==> src/rtl/alu_pkg.sv <==
// alu_pkg: shared ALU state encoding and data width constants.
package alu_pkg;

    localparam int ALU_DW = 32;

    typedef enum logic [1:0] {
        ST_IDLE = 2'd0,
        ST_RUN  = 2'd1,
        ST_DONE = 2'd2
    } state_e;

endpackage

==> src/rtl/mul_seq.sv <==
// mul_seq: shift-add multiplier, one multiplier bit per clock, start/busy/done handshake.
// Define SIGNED_MUL_EN for two's complement operands (magnitude multiply, sign fix on exit).
module mul_seq
    import alu_pkg::*;
#(
    parameter int WIDTH = ALU_DW / 2
) (
    input  logic               clk,
    input  logic               rst,
    input  logic               start,
    input  logic [WIDTH-1:0]   a,
    input  logic [WIDTH-1:0]   b,
    output logic [2*WIDTH-1:0] product,
    output logic               busy,
    output logic               done
);

    localparam int PW = 2 * WIDTH;
    localparam int CW = $clog2(WIDTH + 1);

    state_e           state_q;
    logic [PW-1:0]    mcand_q;
    logic [PW-1:0]    acc_q;
    logic [WIDTH-1:0] mplr_q;
    logic [CW-1:0]    cnt_q;
    logic [PW-1:0]    sum_d;
    logic [PW-1:0]    res_d;
    logic [WIDTH-1:0] a_d;
    logic [WIDTH-1:0] b_d;

    assign sum_d = acc_q + (mplr_q[0] ? mcand_q : '0);

`ifdef SIGNED_MUL_EN
    logic sign_q;
    // -2^(WIDTH-1) negates to itself, which is exactly its unsigned magnitude
    assign a_d   = a[WIDTH-1] ? -a : a;
    assign b_d   = b[WIDTH-1] ? -b : b;
    assign res_d = sign_q ? -sum_d : sum_d;

    always_ff @(posedge clk or posedge rst) begin
        if (rst)
            sign_q <= 1'b0;
        else if (state_q == ST_IDLE && start)
            sign_q <= a[WIDTH-1] ^ b[WIDTH-1];
    end
`else
    assign a_d   = a;
    assign b_d   = b;
    assign res_d = sum_d;
`endif

    always_ff @(posedge clk or posedge rst) begin
        if (rst) begin
            state_q <= ST_IDLE;
            mcand_q <= '0;
            acc_q   <= '0;
            mplr_q  <= '0;
            cnt_q   <= '0;
            product <= '0;
            busy    <= 1'b0;
            done    <= 1'b0;
        end else begin
            case (state_q)
                ST_IDLE: begin
                    done <= 1'b0;
                    if (start) begin
                        mcand_q <= {{WIDTH{1'b0}}, a_d};
                        mplr_q  <= b_d;
                        acc_q   <= '0;
                        cnt_q   <= '0;
                        busy    <= 1'b1;
                        state_q <= ST_RUN;
                    end
                end
                ST_RUN: begin
                    acc_q   <= sum_d;
                    mcand_q <= mcand_q << 1;
                    mplr_q  <= mplr_q >> 1;
                    cnt_q   <= cnt_q + CW'(1);
                    if (cnt_q == CW'(WIDTH - 1)) begin
                        product <= res_d;
                        busy    <= 1'b0;
                        done    <= 1'b1;
                        state_q <= ST_DONE;
                    end
                end
                ST_DONE: begin
                    done    <= 1'b0;
                    state_q <= ST_IDLE;
                end
                default: begin
                    busy    <= 1'b0;
                    done    <= 1'b0;
                    state_q <= ST_IDLE;
                end
            endcase
        end
    end

endmodule

==> config.mk <==
export PLATFORM = sky130hd
export DESIGN_NAME = mul_seq
export DESIGN_NICKNAME = d
export VERILOG_FILES = /design/src/rtl/alu_pkg.sv /design/src/rtl/mul_seq.sv
export SDC_FILE = /design/constraint.sdc
export NUM_CORES = 1
export LEC_CHECK = 0
export BUFFER_PORTS_ARGS = -buffer_cell sky130_fd_sc_hd__buf_2
export CORE_ASPECT_RATIO = 1.25
export CORE_MARGIN = 5
export CORE_UTILIZATION = 50
export DETAILED_ROUTE_END_ITERATION = 10
export PLACE_DENSITY = 0.71
export SLEW_MARGIN = 5
export SYNTH_ARGS = -nofsm -noshare
export SYNTH_HDL_FRONTEND = slang
export SYNTH_SLANG_ARGS = --single-unit
==> constraint.sdc <==
create_clock -name clk -period 4.47 [get_ports clk]
set_input_delay 0.447 -clock clk [delete_from_list [all_inputs] [get_ports clk]]
set_output_delay 0.447 -clock clk [all_outputs]
set_load 0.01 [all_outputs]
==> impl_results.md <==
* Synth Instances at 748
* Syn-to-layout area delta at 15.2%
* CTS clk-pin slew, worst paths at 0.07 ns
* F_max at roughly 0.3 GHz
* Worst Path Required at 4.73 ns
* Crit. End Element: flop
* Slowest-stage cell, CP: dfrtp_1
* Routed wire per std cell at 18.7 um
* Largest area contributor in the netlist: dfrtp_1
* Pin count of the biggest net entering global routing at 65
* Die width at about 120 um
* CP arrival at 3.61 ns
* Unrepaired setup endpoints after global routing: no
* Power per Cell Area at 640 mW/mm^2
* Global-route wire length before repair at 30,400 um
* Cell count along the critical path at 10
* Diodes inserted at 0
* Crit path to: acc_q[24]
* Register area share after synthesis at 0.437
* Fill cells at 1,228
* Routed wire length at 18,300 um
* Placed cells at 948
* WP buf/inv at 0
* Starting Density at 0.506
* Final net count at 862
* Fin. Hold Viols at 0
* GPL Wtd Cong at 0.911
* Synthesized flop and latch total at 121
* Global-route usage over all layers at 0.237
* Relative slew slack at 0.263
* Initial detailed-routing violation count at 300
* Setup Crit Path Kind: flop to flop
* Max_cap viols at 0
* Vias in the first global route at 5,892
* Post-synth EDFFs at 0
* CTS Buf Count at 17
* Cell row count at 48
* Leakage power at around 4 nW
* Worst Skew at approximately 0.013 ns
* Worst-path maximum fanout at 33
* R2R depth at 10
* Die area at 0.0163 mm^2
* Final critical-path share of the clock period at 0.749
* Post-synth ARST share at 1.00
* TNS Setup at 0 ns
* CP Launch Type: flop
* Vias/cell at 5.92
* Post-route ant nets at 0
* # IOs at 69
* Setup Buffers After CTS at 0
* Hold depth at 2
* RR Endpoint: acc_q[24]
* Resize count post-CTS at 0
* TritonCTS clock tree: yes
* Slowest stage delay, CP at 0.68 ns
* RR Startpoint: mplr_q[0]
* Clock root buffer: clkbuf_16
* Status: completed
* Final Instance Count excl. Fillers at 981
* Layout cells sized above 1 at 0.158
* CP delay by family, top: compound AO/OA/AOI/OAI gates
* Most common cell after layout, fill and taps aside: dfrtp_1
* Area share of the largest cell type after synthesis at 0.437
* Most frequent cells in the layout: dfrtp_1 (121), nand2_1 (101), o21ai_0 (74), buf_2 (68)
* Cell chain of the critical path: and2_1 -> ha_1 -> fa_1 -> a21o_1 -> a31o_1 -> a211o_1 -> o21a_1 -> a31oi_1 -> xor2_1 -> o21ai_0
* Syn nets at 817
* Endpoints failing setup at 0
* Synth Flop Type: dfrtp_1
* # port buffers at roughly 70
* Total congestion overflow at 0
* Core box area at 0.0137 mm^2
* Least-Margin Pin Slew at roughly 1.1 ns
* Warnings, synthesis at 0
* CTS sink cnt at 121
* Syn avg cell area at ~9.3 um^2
* Initial antenna violation count at 0
* Final slew viol count at 0
* R2R Setup Slk at 1.12 ns
* Clk_lat worst skew at 0.43 ns
* Worst Hold Class: primary input to flop
* Max IR drop VDD at 390 uV
* HPWL Detailed at roughly 13,000 um
* CTS max path bufs at 2
* Cell Area, Synth at 0.00694 mm^2
* Worst setup path startpoint: mplr_q[0]
* Area contributors post-synth: dfrtp_1 (44%), ha_1 (6.0%), nand2_1 (5.5%)
* Die height at 142 um
* Tmin final at ~3.3 ns
* Via Count at a little under 6k
* Detailed Routing Iterations Pass 1 at 7
* Htree depth at 4
* Drt drc at 0
* Distinct cells, synth at 58
* Hold_buf cts at 1
==> routing by layer <==
| metal | global-route usage | vias to the layer above | wire, um |
|---|---|---|---|
| met4 | 0.0989 | 0 | 515 |
| met2 | 0.387 | 154 | 9100 |
| met3 | 0.0567 | 30 | 893 |
| met1 | 0.302 | 2817 | 7840 |
| met5 | 0 | - | 0 |
| li1 | - | 2805 | - |
==> where the power goes <==
part / internal, W / leakage (nW) / switching, W / total [W]
clock network: 0.000889 / 0.294 / 0.000551 / 0.00144
registers: 0.00151 / 1.59 / 0.000309 / 0.00182
logic: 0.000772 / 2.02 / 0.00109 / 0.00186
total: 0.00317 / 3.90 / 0.00195 / 0.00512
==> synthesized netlist by cell type (3+ instances only) <==
| library cell | instances |
|---|---|
| a21oi_1 | 51 |
| o21ai_0 | 74 |
| nor2b_1 | 17 |
| clkbuf_1 | 38 |
| a21o_1 | 12 |
| a41oi_1 | 4 |
| o21a_1 | 6 |
| xnor2_1 | 14 |
| xor2_1 | 15 |
| nand3_1 | 11 |
| nand2b_1 | 3 |
| nor3_1 | 4 |
| a211o_1 | 5 |
| inv_1 | 10 |
| and4_1 | 3 |
| and3_1 | 3 |
| a22o_1 | 36 |
| o311ai_0 | 3 |
| nand2_1 | 101 |
| and2_1 | 51 |
| buf_2 | 10 |
| mux2_2 | 11 |
| a31oi_1 | 22 |
| a22oi_1 | 14 |
| nor2_1 | 22 |
| ha_1 | 33 |
| o21bai_1 | 4 |
| nand4_1 | 12 |
| mux2i_1 | 3 |
| dfrtp_1 | 121 |
==> cell families (layout without fill, tap and decap cells) <==
family	after synthesis	in the layout	share of synthesized area
AOI/OAI and AO/OA	252	252	0.235
and+or+nand+nor	236	236	0.169
DFF	121	121	0.437
buffers and inverters	61	119	0.0359
adders and majority gates	34	34	0.0624
xor gates and xnor gates	29	29	0.0366
muxes	15	15	0.0244
==> sequential cells by signal, summed over array words and instances, names as in the netlist <==
signal,count
busy,1
cnt_q,5
mplr_q,16
mcand_q,32
product,32
state_q,2
acc_q,32
done,1
==> area by class of cell <==
class                      instances  area (um^2)  share of cell area
tap                              175          219              0.0274
timing repair buffer              77          410              0.0513
clock inverter                    15          193              0.0241
multi-input combinational        566         3680               0.460
sequential                       121         3030               0.379
clock buffer                      17          425              0.0532
inverter                          10         40.0             0.00501
==> worst min-delay path by stage <==
stage	from	endpoint	slack (ns)
floorplan	cnt_q[4]	cnt_q[4]	0.45
global placement	rst	acc_q[5]	0.37
detailed placement	rst	acc_q[4]	0.37
CTS	a[0]	mcand_q[0]	0.26
global route	a[0]	mcand_q[0]	0.26
finish	a[0]	mcand_q[0]	0.27
==> through the flow <==
stage	hold WS (ns)	total power [W]	util	area (um^2)	setup slack (ns)
6_report	0.271	0.00512	0.584	7990	1.12
3_5_place_dp	0.373	0.00369	0.538	7360	1.18
5_1_grt	0.258	0.00546	0.584	7990	0.910
4_1_cts	0.259	0.00515	0.584	7990	1.13
3_3_place_gp	0.374	0.00363	0.538	7360	1.25
2_1_floorplan	0.450	0.00313	-	6940	0.809
Note: power is estimated with default switching activity, not from simulation.
